===== src/rtl/gpio_port_core.sv =====
// GPIO port core: a WIDTH-bit pin bank with output, enable and alternate-function
// registers, a per-pin synchroniser and debounce filter, and per-pin interrupts
// with level/edge and polarity selection plus sticky write-1-to-clear status.
module gpio_port_core #(
    parameter int WIDTH       = 16,
    parameter int SYNC_STAGES = 2,
    parameter int DB_CYCLES   = 3
) (
    input  logic             clk,
    input  logic             rst,
    input  logic [WIDTH-1:0] portin,
    output logic [WIDTH-1:0] portout,
    output logic [WIDTH-1:0] porten,
    output logic [WIDTH-1:0] portfunc,
    output logic [WIDTH-1:0] datain,
    output logic [WIDTH-1:0] gpioint,
    output logic             combint,
    input  logic             reg_we,
    input  logic [2:0]       reg_addr,
    input  logic [WIDTH-1:0] reg_wdata,
    output logic [WIDTH-1:0] reg_rdata
);

    // Counter just wide enough to hold DB_CYCLES-1; a change is accepted on the
    // cycle the counter has already seen DB_CYCLES-1 mismatching samples.
    localparam int            CW      = $clog2(DB_CYCLES + 1);
    localparam logic [CW-1:0] DB_LAST = CW'(DB_CYCLES - 1);

    localparam logic [2:0] ADDR_DATAOUT = 3'd0;
    localparam logic [2:0] ADDR_OUTEN   = 3'd1;
    localparam logic [2:0] ADDR_ALTFUNC = 3'd2;
    localparam logic [2:0] ADDR_INTEN   = 3'd3;
    localparam logic [2:0] ADDR_INTTYPE = 3'd4;
    localparam logic [2:0] ADDR_INTPOL  = 3'd5;
    localparam logic [2:0] ADDR_INTSTAT = 3'd6;
    localparam logic [2:0] ADDR_DATAIN  = 3'd7;

    logic [WIDTH-1:0] dataout_q;
    logic [WIDTH-1:0] outen_q;
    logic [WIDTH-1:0] altfunc_q;
    logic [WIDTH-1:0] inten_q;
    logic [WIDTH-1:0] inttype_q;
    logic [WIDTH-1:0] intpol_q;
    logic [WIDTH-1:0] intstat_q;

    logic [WIDTH-1:0] sync_q [SYNC_STAGES];
    logic [WIDTH-1:0] sync_out;
    logic [WIDTH-1:0] stable_q;
    logic [WIDTH-1:0] prev_q;
    logic [CW-1:0]    db_cnt_q [WIDTH];

    logic [WIDTH-1:0] rise;
    logic [WIDTH-1:0] fall;
    logic [WIDTH-1:0] edge_evt;
    logic [WIDTH-1:0] level_evt;
    logic [WIDTH-1:0] evt;
    logic [WIDTH-1:0] w1c;

    assign sync_out = sync_q[SYNC_STAGES-1];

    // Control registers written from the register port; INTSTAT and DATAIN live elsewhere.
    always_ff @(posedge clk) begin
        if (rst) begin
            dataout_q <= '0;
            outen_q   <= '0;
            altfunc_q <= '0;
            inten_q   <= '0;
            inttype_q <= '0;
            intpol_q  <= '0;
        end else if (reg_we) begin
            case (reg_addr)
                ADDR_DATAOUT: dataout_q <= reg_wdata;
                ADDR_OUTEN:   outen_q   <= reg_wdata;
                ADDR_ALTFUNC: altfunc_q <= reg_wdata;
                ADDR_INTEN:   inten_q   <= reg_wdata;
                ADDR_INTTYPE: inttype_q <= reg_wdata;
                ADDR_INTPOL:  intpol_q  <= reg_wdata;
                default:      ;
            endcase
        end
    end

    // Multi-flop synchroniser bringing the asynchronous pad inputs into clk.
    always_ff @(posedge clk) begin
        if (rst) begin
            for (int s = 0; s < SYNC_STAGES; s++) begin
                sync_q[s] <= '0;
            end
        end else begin
            sync_q[0] <= portin;
            for (int s = 1; s < SYNC_STAGES; s++) begin
                sync_q[s] <= sync_q[s-1];
            end
        end
    end

    // Per-pin debounce: a new level must persist DB_CYCLES samples; any reversion restarts.
    always_ff @(posedge clk) begin
        if (rst) begin
            stable_q <= '0;
            for (int i = 0; i < WIDTH; i++) begin
                db_cnt_q[i] <= '0;
            end
        end else begin
            for (int i = 0; i < WIDTH; i++) begin
                if (sync_out[i] == stable_q[i]) begin
                    db_cnt_q[i] <= '0;
                end else if (db_cnt_q[i] == DB_LAST) begin
                    stable_q[i] <= sync_out[i];
                    db_cnt_q[i] <= '0;
                end else begin
                    db_cnt_q[i] <= db_cnt_q[i] + 1'b1;
                end
            end
        end
    end

    // Previous filtered value, so edges come only from pin activity and never from mode changes.
    always_ff @(posedge clk) begin
        if (rst) begin
            prev_q <= '0;
        end else begin
            prev_q <= stable_q;
        end
    end

    // Per-pin event selection from edge/level mode and polarity, plus the W1C mask.
    always_comb begin
        rise      = stable_q & ~prev_q;
        fall      = ~stable_q & prev_q;
        edge_evt  = (intpol_q & rise) | (~intpol_q & fall);
        level_evt = (intpol_q & stable_q) | (~intpol_q & ~stable_q);
        evt       = (inttype_q & edge_evt) | (~inttype_q & level_evt);
        w1c       = (reg_we && (reg_addr == ADDR_INTSTAT)) ? reg_wdata : '0;
    end

    // Sticky status: a new enabled event wins over a simultaneous write-1-to-clear.
    always_ff @(posedge clk) begin
        if (rst) begin
            intstat_q <= '0;
        end else begin
            intstat_q <= (inten_q & evt) | (intstat_q & ~w1c);
        end
    end

    // Combinational read mux over the register map.
    always_comb begin
        reg_rdata = '0;
        case (reg_addr)
            ADDR_DATAOUT: reg_rdata = dataout_q;
            ADDR_OUTEN:   reg_rdata = outen_q;
            ADDR_ALTFUNC: reg_rdata = altfunc_q;
            ADDR_INTEN:   reg_rdata = inten_q;
            ADDR_INTTYPE: reg_rdata = inttype_q;
            ADDR_INTPOL:  reg_rdata = intpol_q;
            ADDR_INTSTAT: reg_rdata = intstat_q;
            ADDR_DATAIN:  reg_rdata = stable_q;
            default:      reg_rdata = '0;
        endcase
    end

    assign portout  = dataout_q;
    assign porten   = outen_q;
    assign portfunc = altfunc_q;
    assign datain   = stable_q;
    assign gpioint  = intstat_q;
    assign combint  = |intstat_q;

endmodule


===== config.mk =====
export PLATFORM = sky130hd
export DESIGN_NAME = gpio_port_core
export DESIGN_NICKNAME = d
export VERILOG_FILES = /design/src/rtl/gpio_port_core.sv
export SDC_FILE = /design/constraint.sdc
export NUM_CORES = 1
export LEC_CHECK = 0
export ABC_AREA = 1
export CAP_MARGIN = 10
export CORE_MARGIN = 2
export CORE_UTILIZATION = 25
export CTS_BUF_LIST = sky130_fd_sc_hd__clkbuf_16
export DETAILED_ROUTE_END_ITERATION = 7
export GPL_TIMING_DRIVEN = 0
export SETUP_SLACK_MARGIN = 0.4
export SYNTH_ARGS = -nofsm -noshare
export SYNTH_HDL_FRONTEND = slang
export SYNTH_SLANG_ARGS = --single-unit
export TNS_END_PERCENT = 1

===== constraint.sdc =====
create_clock -name clk -period 1.4 [get_ports clk]
set_clock_uncertainty 0.05 [all_clocks]
set_input_delay 0.14 -clock clk [delete_from_list [all_inputs] [get_ports clk]]
set_output_delay 0.14 -clock clk [all_outputs]
set_load 0.05 [all_outputs]

* Word level (Yosys, flattened, before mapping)
Memory sizes are Yosys's and may differ from the RTL's.
Index checks and enable logic that the tools add are counted.
W data, S select, Z words.
** Word-level totals
- Logic and storage cells :: 422
- Memories :: 2
- RAM bits :: 64
- Flip-flop bits (word level) :: 144
** Cells by class
- Equal/unequal tests :: 39
- Add/subtract/negate cells :: 16
- Mux-type cells :: 231
- Reduce and logical (&&, ||, !) cells :: 25
- Bitwise gates (word level) :: 85
** Memory list
- db_cnt_q :: words 16, bits a word 2, rd ports 16, clocked after Yosys merged registers in 0, write ports 16, RTL line 50 : logic [CW-1:0] db_cnt_q [WIDTH];
- sync_q :: words 2, bits a word 16, rd ports 2, clocked after Yosys merged registers in 0, write ports 2, RTL line 46 : logic [WIDTH-1:0] sync_q [SYNC_STAGES];
** Operators with widths (number)
- $mux W1 :: 179
- $and A16 B16 Y16 :: 10
- $pmux W16 S8 :: 1
- $mux W2 :: 48
- $not A16 Y16 :: 5
- $or A16 B16 Y16 :: 4
- $or A1 B1 Y1 :: 50
- $mux W16 :: 3
- $reduce_and A2 Y1 :: 22
- $add A2 B1 Y2 const B :: 16
- $eq A2 B2 Y1 const B :: 16
- $eq A1 B1 Y1 :: 16
- $not A1 Y1 :: 16
- $reduce_or A16 Y1 :: 1
- $eq A3 B3 Y1 const B :: 4
- $eq A3 B2 Y1 const B :: 2
- $eq A3 B1 Y1 const B :: 1
- $logic_not A3 Y1 :: 1
- $logic_and A1 B1 Y1 :: 1

* Longest topological paths before layout
Gate-level depths: netlist of run 1.
- Word-level depth :: 8
- Gate-level depth with buffers :: 9

* Least setup slack after synthesis of run 1
OpenSTA, ideal clock, no wires.
- Kind :: input to output
- From :: input reg_addr[2]
- To :: output reg_rdata[15]
- Setup slack :: -0.145 ns
- Stages :: 8
- Arrival time :: 1.355 ns
- Required time :: 1.210 ns
- Path through :: buf_2 -> inv_2 -> buf_2 -> buf_2 -> nand3_1 -> nand2_1 -> nor2_1 -> nand3_1
** On the way
- Word-level cells in the longest chain between the ends :: 2
- Elaborated cells between the ends (all ways) :: 9
- Classes of those cells :: eq/ne (7); mux (1); reduce/logical (1)
** RTL lines
- from (decl) :: RTL line 19 : input logic [2:0] reg_addr,
- $eq A3 B3 Y1, or another cell as far along :: RTL line 149 : case (reg_addr)
- $pmux W16 S8 * :: RTL line 149
- to (decl) :: RTL line 21 : output logic [WIDTH-1:0] reg_rdata
Mark *: on every way between the ends. The rest lies on a longest branch, timed or not.

* Final worst setup path of run 1
- From :: register intstat_q[3], in the netlist gpioint[3]
- To :: output combint
** On the way
- Word-level cells in the longest chain between the ends :: 1
** RTL lines
- from (decl) :: RTL line 44 : logic [WIDTH-1:0] intstat_q;
- from (signal assigned) :: RTL line 142 : intstat_q <= (inten_q & evt) | (intstat_q & ~w1c);
- $reduce_or A16 Y1 :: RTL line 167 : assign combint = |intstat_q;
- to (decl) :: RTL line 17 : output logic combint,
Every way passes these cells.

==> results of run 1 <==
## worst min path at each step
stage	startpoint	endpoint	slack (ns)
2_1_floorplan	portin[0]	sync_q[0][0]$_SDFF_PP0_	0.20
3_3_place_gp	sync_q[0][15]$_SDFF_PP0_	sync_q[0][31]$_SDFF_PP0_	0.34
3_5_place_dp	sync_q[0][15]$_SDFF_PP0_	sync_q[0][31]$_SDFF_PP0_	0.35
4_1_cts	reg_addr[2]	inttype_q[0]$_SDFFE_PP0P_	-0.005
5_1_grt	reg_addr[2]	inttype_q[0]$_SDFFE_PP0P_	0.04
6_report	reg_addr[2]	inttype_q[15]$_SDFFE_PP0P_	0.03
## worst max-delay path: cells and delay by family, from the launching register on
kind                   cells  cell delay (ns)
AND/OR/NAND/NOR            2             0.53
flip-flops                 1             0.36
buffers and inverters      1             0.20
## cell usage after synthesis, types with 16 or more instances
cell | count | share of area, %
inv_1 | 129 | 5.1
dfxtp_1 | 176 | 37
ha_1 | 16 | 2.1
nand4_1 | 63 | 4.2
nand3_1 | 89 | 4.7
a21oi_1 | 81 | 4.3
buf_2 | 21 | 1.1
o21ai_0 | 22 | 1.2
nand2_1 | 313 | 12
clkbuf_1 | 25 | 0.99
edfxtp_1 | 32 | 10
nor2_1 | 241 | 9.6
## sequential cells by signal, indices dropped and copies added (netlist names)
name,flops
db_cnt_q,32
sync_q,32
datain,16
inttype_q,16
prev_q,16
intpol_q,16
inten_q,16
porten,16
gpioint,16
portfunc,16
portout,16
## power breakdown
part           switching (µW)  leakage (µW)  internal, µW
Sequential                229       0.00183          6230
Combinational            1310       0.00348           737
Clock                    2610      0.000383          3260
## layout make-up
| class | count | area (µm²) |
|---|---|---|
| fill | 3898 | 23800 |
| multi-input combinational | 916 | 4840 |
| sequential | 208 | 4760 |
| timing repair buffer | 137 | 1710 |
| tap | 511 | 639 |
| clock buffer | 25 | 626 |
| inverter | 137 | 536 |
| buffer | 67 | 508 |
| clock inverter | 20 | 108 |
| antenna | 1 | 2.50 |
## kinds of logic after synthesis
family,count (synthesis)
flops,208
buf+inv,204
fa+ha+maj,16
compound gates,134
xor+xnor,5
other cells,1
simple gates,729
## routing by layer
layer,GRT usage [%],vias to the layer above
li1,-,4551
met1,21.4,4177
met2,27.5,333
met3,2.22,51
met4,4.28,0
met5,0,-
## placed cells by master (no fill, tap or decap), types with 8 or more instances in the layout
cell,count
nand3_4,18
a21oi_2,16
o21ai_0,8
dfxtp_1,85
clkdlybuf4s50_1,32
nor2_1,192
ha_2,16
inv_2,21
clkbuf_16,25
clkinv_2,10
inv_1,112
clkbuf_4,8
nand2_1,282
buf_4,32
dfxtp_4,64
o21ai_2,9
nand2_2,40
buf_6,23
buf_8,75
nor2_2,40
nand3_1,66
a21oi_1,75
clkbuf_2,13
conb_1,32
nor2_4,15
o211ai_1,11
o21ai_1,15
nand4_1,63
edfxtp_1,32
dfxtp_2,27
## metrics by stage
step                      worst slack, ns  total power, µW
after floorplan                     0.187             7760
after detailed placement            -1.42             8500
after CTS                          -0.402            14500
after global routing               -0.447            14900
after global placement              -1.39             8470
final                              -0.417            14400
## what timing repair did
item	CTS	global route
endpoints found under the setup margin	305	232
gates resized for setup	862	137
hold endpoints to repair	1	0
setup buffers	2	3
cloned	0	0
pin swaps	50	80
==> impl_metrics.py, run 1 <==
metrics = {
    "global_route": {
        "grt_pass1_wl_um": 49400,
        "grt_max_degree": 14,
        "grtUsageTotal_pct": 16.2,
        "overflow": 0,
        "antenna_found_initial": 1,
        "grt_pass1_vias": 8684,
    },
    "critical_path": {
        "r2r-start": "db_cnt_q[0][14]$_SDFFCE_PN0P_",
        "cp_data_required_time_ns": 1.21,
        "rr_endpoint": "db_cnt_q[0][14]$_SDFFCE_PN0P_",
        "slowest_stage": "dfxtp_4",
        "cp_max_fo": 4,
        "crit_start": "gpioint[3]$_SDFF_PP0_",
        "worst-setup-path-type": "reg -> out",
        "end_kind": "output port",
        "crit_chain": "nor4_4 -> nand3_2 -> buf_8",
        "r2r_cells": 5,
        "cp.arrival_ns": 1.63,
        "cp-start-kind": "register",
        "critPathMaxStageDelay_ns": 0.36,
        "ff2ff_setup_slack_ns": 0.21,
        "endpoint": "combint",
    },
    "timing": {
        "hold_viol": 0,
        "layout_min_cycle_time_ns": 1.82,
        "whs_ns": 0.0301,
        "finalSetupViolations": 17,
        "slew_headroom_pct": 57.9,
        "finalMaxSlewViolations": 0,
        "tns_ns": -4.72,
        "worst_pin_slew_ns": 0.631,
        "min_period_over_period_pct": 130,
        "rsz0062_at_grt": "true",
        "fmax_ghz": 0.550,
        "fin_ws_ns": -0.417,
    },
    "logic_synthesis": {
        "syn_area_um2": 9460,
        "postSynth.asyncResetShare_pct": 0,
        "ys_ff_latch": 208,
        "synth_top_family_by_area": "simple AND/OR/NAND/NOR gates",
        "seq_area_frac_synth_pct": 47.4,
        "synth_cells": 1297,
        "synth_ff_type": "dfxtp_1",
        "synth_edf_count": 32,
        "yosys.area_share.simple_pct": 33.1,
        "yosys_warnings": 0,
        "synth_compound_area_share_pct": 7.78,
        "synth.distinct_cells": 31,
        "syn_area_per_cell_um2": 7.29,
        "synth_xor_area_share_pct": 0.463,
        "synthAdderAreaFrac_pct": 2.12,
        "synth_mux_area_share_pct": 0,
    },
    "clocking": {
        "cts.path.max_buffers": 3,
        "clk_latency_ns": 0.54,
        "clockRootBuffer": "clkbuf_16",
        "cts_tree": "done",
        "path_clk_slew_ns": 0.06,
        "clkSinkCount": 208,
        "cts_buffers": 25,
        "htreeDepth": 1,
    },
    "floorplan": {
        "die_w_um": 199,
        "fp.coreArea_um2": 37500,
        "ioPinCount": 135,
        "die_area_um2": 39400,
        "die_h_um": 199,
        "rows": 71,
        "initial_core_util_pct": 25.2,
    },
    "job": {
        "drv_cap": 0,
    },
    "hold_path": {
        "hp-class": "in -> reg",
        "min_path_cells": 4,
    },
    "place": {
        "portBuffers": 132,
        "gp_congestion": 0.869,
        "dp.cells": 1971,
        "dpl_cell_area_um2": 12100,
        "hpwlAfterDp_um": 24500,
    },
    "route": {
        "avgRoutedWirePerCell_um": 15.8,
        "route.vias.total": 9112,
        "wl_met3_um": 2260,
        "via_per_inst": 4.51,
        "wl_met1_um": 13800,
        "ant_nets": 0,
        "highest_layer": "met4",
        "firstDrtPassIters": 5,
        "drt_wl_total_um": 32000,
        "drtIter0Drc": 627,
        "wl_met2_um": 15200,
        "drc": 0,
    },
    "layout": {
        "finalNonFillerCells": 2022,
        "drive_gt1_share_pct": 32.1,
        "nets": 1546,
        "fin_area_um2": 13700,
        "final_util_pct": 36.6,
        "syn2layout_area_growth_pct": 45.1,
    },
    "power_and_ir_drop": {
        "power.leakage_uw": 0.00568,
        "power.density_nw_per_um2": 1050,
        "peakVddDrop_mv": 0.716,
    },
    "status": {
        "status": "finished with violations",
        "violations": "setup timing",
    },
}
Note: power is estimated with default switching activity, not from simulation.
==> inputs of run 2 (changes only) <==
Settings changed: HOLD_SLACK_MARGIN set to 0.06, SKIP_CTS_REPAIR_TIMING set to 1.
==> run 2 against run 1 <==
The run still ends with setup timing left; sequential cell count unchanged; critical path depth unchanged; sequential power about the same; highest routed layer unchanged; final cell count decreased by 0.25%; wire length decreased by 1.4%.
==> impl_metrics.py, run 2 (synthesis gave the netlist of run 1 again) <==
metrics = {
    "critical_path": {
        "rr_endpoint": "db_cnt_q[0][14]$_SDFFCE_PN0P_",
        "end_kind": "output port",
        "cp_data_required_time_ns": 1.21,
        "cp-start-kind": "register",
        "cp.arrival_ns": 1.61,
        "r2r_cells": 5,
        "cp_max_fo": 4,
        "r2r-start": "db_cnt_q[0][14]$_SDFFCE_PN0P_",
        "worst-setup-path-type": "reg -> out",
        "ff2ff_setup_slack_ns": 0.24,
    },
    "route": {
        "drtIter0Drc": 624,
        "via_per_inst": 4.44,
        "ant_nets": 0,
        "avgRoutedWirePerCell_um": 15.6,
        "firstDrtPassIters": 5,
        "route.vias.total": 8963,
        "drt_wl_total_um": 31600,
        "drc": 0,
    },
    "timing": {
        "hold_viol": 0,
        "whs_ns": 0.0251,
        "slew_headroom_pct": 48.1,
        "finalMaxSlewViolations": 0,
        "min_period_over_period_pct": 128,
        "layout_min_cycle_time_ns": 1.80,
        "rsz0062_at_grt": "true",
        "fmax_ghz": 0.556,
        "finalSetupViolations": 71,
        "worst_pin_slew_ns": 0.778,
        "fin_ws_ns": -0.399,
    },
    "global_route": {
        "grt_max_degree": 14,
        "grt_pass1_vias": 8564,
        "antenna_found_initial": 0,
        "overflow": 0,
        "grtUsageTotal_pct": 15.9,
        "grt_pass1_wl_um": 48600,
    },
    "status": {
        "violations": "setup timing",
        "status": "finished with violations",
    },
    "hold_path": {
        "hold_start": "reg_addr[2]",
        "hp-class": "in -> reg",
        "min_path_cells": 4,
        "hold_path_end": "inttype_q[15]$_SDFFE_PP0P_",
    },
    "layout": {
        "fillerInstances": 3956,
        "final_common_cell": "nand2_1",
        "drive_gt1_share_pct": 26.3,
        "nets": 1542,
        "top_regs": "db_cnt_q x32, sync_q x32",
        "syn2layout_area_growth_pct": 40.4,
        "final_cell_mix": "nand2_1, nor2_1, inv_1",
        "antenna_cells": 0,
    },
    "clocking": {
        "cts.path.max_buffers": 3,
        "path_clk_slew_ns": 0.06,
        "clkSinkCount": 208,
        "cts_buffers": 25,
        "clockRootBuffer": "clkbuf_16",
        "htreeDepth": 1,
        "cts_tree": "done",
        "clk_latency_ns": 0.54,
    },
    "place": {
        "gp_congestion": 0.869,
        "portBuffers": 132,
        "hpwlAfterDp_um": 24500,
    },
    "floorplan": {
        "initial_core_util_pct": 25.2,
        "fp.coreArea_um2": 37500,
        "rows": 71,
        "die_h_um": 199,
        "die_area_um2": 39400,
        "die_w_um": 199,
        "ioPinCount": 135,
    },
    "power_and_ir_drop": {
        "power.leakage_uw": 0.00557,
        "power_uw": 14300,
        "peakVddDrop_mv": 0.674,
        "power.density_nw_per_um2": 1070,
    },
    "job": {
        "drv_cap": 0,
    },
}
run 2: cell count changes in the layout (fill, tap and decap cells not counted), moves of 12 or more:
cell	change
o21ai_0	+14
ha_1	+14
inv_1	+13
ha_2	-14
buf_8	-19
clkbuf_1	+12
dfxtp_4	-17
run 2: how the worst max path moves through the flow:
stage,from,to,slack (ns),cells past startpoint
floorplan,reg_addr[1],reg_rdata[13],0.19,7
global placement,reg_addr[0],reg_rdata[15],-1.39,10
detailed placement,reg_addr[0],reg_rdata[15],-1.42,10
CTS,reg_addr[0],reg_rdata[15],-1.43,10
global route,gpioint[3]$_SDFF_PP0_,combint,-0.41,3
finish,gpioint[3]$_SDFF_PP0_,combint,-0.40,3
run 2: layout make-up:
cell class / count / area (µm²) / share of cell area, %
plain buffers: 67 / 452 / 3.40
clock buffers: 25 / 626 / 4.71
clock inverters: 20 / 108 / 0.810
inverters: 137 / 526 / 3.96
multi-input cells: 916 / 4680 / 35.2
flip-flops and latches: 208 / 4710 / 35.4
well taps: 511 / 639 / 4.81
repair buffers: 133 / 1550 / 11.6
run 2: critical path, stage by stage, from the launching register on:
cell	delay, ns
dfxtp_2	0.35
nor4_4	0.34
nand3_2	0.18
buf_8	0.19
run 2: stage by stage:
step	setup TNS (ns)	cell area (µm²)	cells	setup slack (ns)	utilization [%]
3_3_place_gp	-133.26	12100	1971	-1.39	32.2
6_report	-12.51	13300	2017	-0.399	35.4
4_1_cts	-77.65	12800	2016	-1.43	34.2
3_5_place_dp	-140.80	12100	1971	-1.42	32.2
2_1_floorplan	0	10100	1328	0.187	-
5_1_grt	-23.40	13300	2017	-0.406	35.4
run 2: power by group:
part	total, µW	switching, µW	internal, µW
Combinational	1930	1260	667
Clock	5860	2610	3260
Sequential	6480	222	6260
Total	14300	4090	10200
run 2: per-layer routing:
layer	wire length (µm)	part of all wire, %	global-route usage, %
met4	686	2.2	4.15
met5	0	0	0
met1	14000	44	21.2
met2	14800	47	26.8
met3	2060	6.5	2.32
==> inputs of run 3 (changes only) <==
Settings changed: CORE_UTILIZATION 25 to 40.
==> run 3 against run 2 <==
The run still ends with setup timing left; non-clock buffer count rose by 7; core utilization rose by 21 points; sequential share of layout area grew 0.28 points; die area is 37% lower; total power is 1.3% higher; first-iteration DRC count down 13%; combinational power about the same; sequential power about the same; clock-buffer cell count unchanged; clock power increased by 3.9%; largest power group unchanged; highest routed layer unchanged.
==> impl_metrics.py, run 3 (synthesis gave the netlist of run 1 again) <==
metrics = {
    "power_and_ir_drop": {
        "switching_share_pct": 27.3,
        "power.leakage_uw": 0.00630,
        "power_frac_seq_pct": 44.8,
        "peakVddDrop_mv": 0.676,
        "power.density_nw_per_um2": 1110,
        "combinationalPowerShare_pct": 13.1,
        "clockPowerShare_pct": 42.1,
        "p_int_uw": 10500,
        "switchingPower_uw": 3940,
    },
    "global_route": {
        "overflow": 0,
        "antenna_found_initial": 0,
        "grt_pass1_wl_um": 44400,
        "grt_pass1_vias": 8139,
        "grtUsageTotal_pct": 22.9,
        "grt_max_degree": 14,
    },
    "timing": {
        "tns_ns": -8.96,
        "min_period_over_period_pct": 124,
        "finalMaxSlewViolations": 0,
        "fin_ws_ns": -0.342,
        "finalSetupViolations": 75,
        "layout_min_cycle_time_ns": 1.74,
        "worst_pin_slew_ns": 0.641,
        "rsz0062_at_grt": "true",
        "hold_viol": 0,
        "fmax_ghz": 0.574,
        "slew_headroom_pct": 57.3,
    },
    "floorplan": {
        "rows": 56,
        "die_w_um": 158,
        "initial_core_util_pct": 40.5,
        "fp.coreArea_um2": 23300,
        "die_area_um2": 24900,
        "ioPinCount": 135,
        "die_h_um": 158,
    },
    "layout": {
        "finalNonFillerCells": 1831,
        "final_common_cell": "nand2_1",
        "drive_gt1_share_pct": 23.4,
        "final_cell_mix": "nand2_1, nor2_1, inv_1",
        "fillerInstances": 2278,
        "final_util_pct": 56.0,
        "top_regs": "db_cnt_q x32, sync_q x32",
        "nets": 1548,
        "syn2layout_area_growth_pct": 38.1,
        "antenna_cells": 0,
    },
    "critical_path": {
        "cp_max_fo": 2,
        "cp_data_required_time_ns": 1.21,
        "endpoint": "combint",
        "path_buf_inv": 2,
        "r2r_cells": 5,
        "slowest_stage": "dfxtp_4",
        "cp-start-kind": "register",
        "cp.depth": 5,
        "r2r-start": "db_cnt_q[0][2]$_SDFFCE_PN0P_",
        "ff2ff_setup_slack_ns": 0.22,
        "critPathMaxStageDelay_ns": 0.35,
        "rr_endpoint": "db_cnt_q[0][2]$_SDFFCE_PN0P_",
        "cp.arrival_ns": 1.55,
        "worst-setup-path-type": "reg -> out",
        "crit_chain": "inv_4 -> nand4_1 -> nor2_2 -> nand3_2 -> buf_8",
        "critPathTopFamily": "simple AND/OR/NAND/NOR gates",
        "end_kind": "output port",
        "crit_start": "gpioint[15]$_SDFF_PP0_",
    },
    "clocking": {
        "path_clk_slew_ns": 0.06,
        "cts_tree": "done",
        "htreeDepth": 1,
        "clkSinkCount": 208,
        "cts.path.max_buffers": 3,
        "clk_latency_ns": 0.52,
        "clockRootBuffer": "clkbuf_16",
        "cts_buffers": 24,
    },
    "route": {
        "via_per_inst": 4.79,
        "drt_wl_total_um": 28800,
        "route.vias.total": 8769,
        "drc": 0,
        "avgRoutedWirePerCell_um": 15.7,
        "ant_nets": 0,
        "drtIter0Drc": 546,
        "firstDrtPassIters": 5,
    },
    "place": {
        "portBuffers": 132,
        "dp.cells": 1779,
        "gp_congestion": 0.898,
        "hpwlAfterDp_um": 22100,
    },
    "status": {
        "violations": "setup timing",
        "status": "finished with violations",
    },
    "hold_path": {
        "hp-class": "in -> reg",
    },
    "job": {
        "drv_cap": 0,
    },
}
[run 3: tightest hold or removal path: stages]
cell and delay (ns):
buf_8 0.12, nand3_4 0.13, nand2_1 0.09, a21oi_1 0.06
[run 3: worst min-delay path by stage]
stage | start | slack, ns | cells past startpoint | end
final | reg_addr[2] | 0.01 | 4 | inttype_q[3]$_SDFFE_PP0P_
after global routing | reg_addr[2] | 0.02 | 4 | inttype_q[15]$_SDFFE_PP0P_
after CTS | reg_addr[2] | 0.001 | 4 | inttype_q[1]$_SDFFE_PP0P_
after detailed placement | sync_q[0][3]$_SDFF_PP0_ | 0.34 | 2 | sync_q[0][19]$_SDFF_PP0_
after global placement | sync_q[0][3]$_SDFF_PP0_ | 0.34 | 2 | sync_q[0][19]$_SDFF_PP0_
after floorplan | portin[0] | 0.20 | 2 | sync_q[0][0]$_SDFF_PP0_
[run 3: routing by layer]
metal / vias up / track usage, % / wire (µm)
li1: 4524 / - / -
met1: 3927 / 30.1 / 12900
met2: 261 / 39.0 / 13400
met3: 57 / 2.93 / 1710
met4: 0 / 7.75 / 766
met5: - / 0 / 0
[run 3: per-stage QoR]
stage	total power [µW]	area (µm²)	setup slack (ns)	hold slack (ns)
after global routing	15000	13100	-0.356	0.0211
after detailed placement	8460	11800	-1.37	0.342
after floorplan	7760	10100	0.187	0.197
after global placement	8450	11800	-1.35	0.342
after CTS	14500	12600	-1.38	0.00127
final	14500	13100	-0.342	0.00975
[run 3: final cells by class]
| cell class | instances | area [µm²] | share of cell area [%] |
|---|---|---|---|
| Buffer | 67 | 468 | 3.58 |
| Clock buffer | 25 | 626 | 4.79 |
| Clock inverter | 19 | 136 | 1.04 |
| Inverter | 137 | 528 | 4.04 |
| Multi-Input combinational cell | 916 | 4670 | 35.8 |
| Sequential cell | 208 | 4670 | 35.7 |
| Tap cell | 319 | 399 | 3.06 |
| Timing Repair Buffer | 140 | 1570 | 12.0 |
[run 3: power by group through the flow]
stage          combinational, µW  sequential [µW]  clock [µW]
2_1_floorplan                893             6870           0
4_1_cts                     1840             6500        6210
5_1_grt                     2050             6500        6450
3_5_place_dp                1840             6630           0
3_3_place_gp                1820             6620           0
6_report                    1900             6470        6090
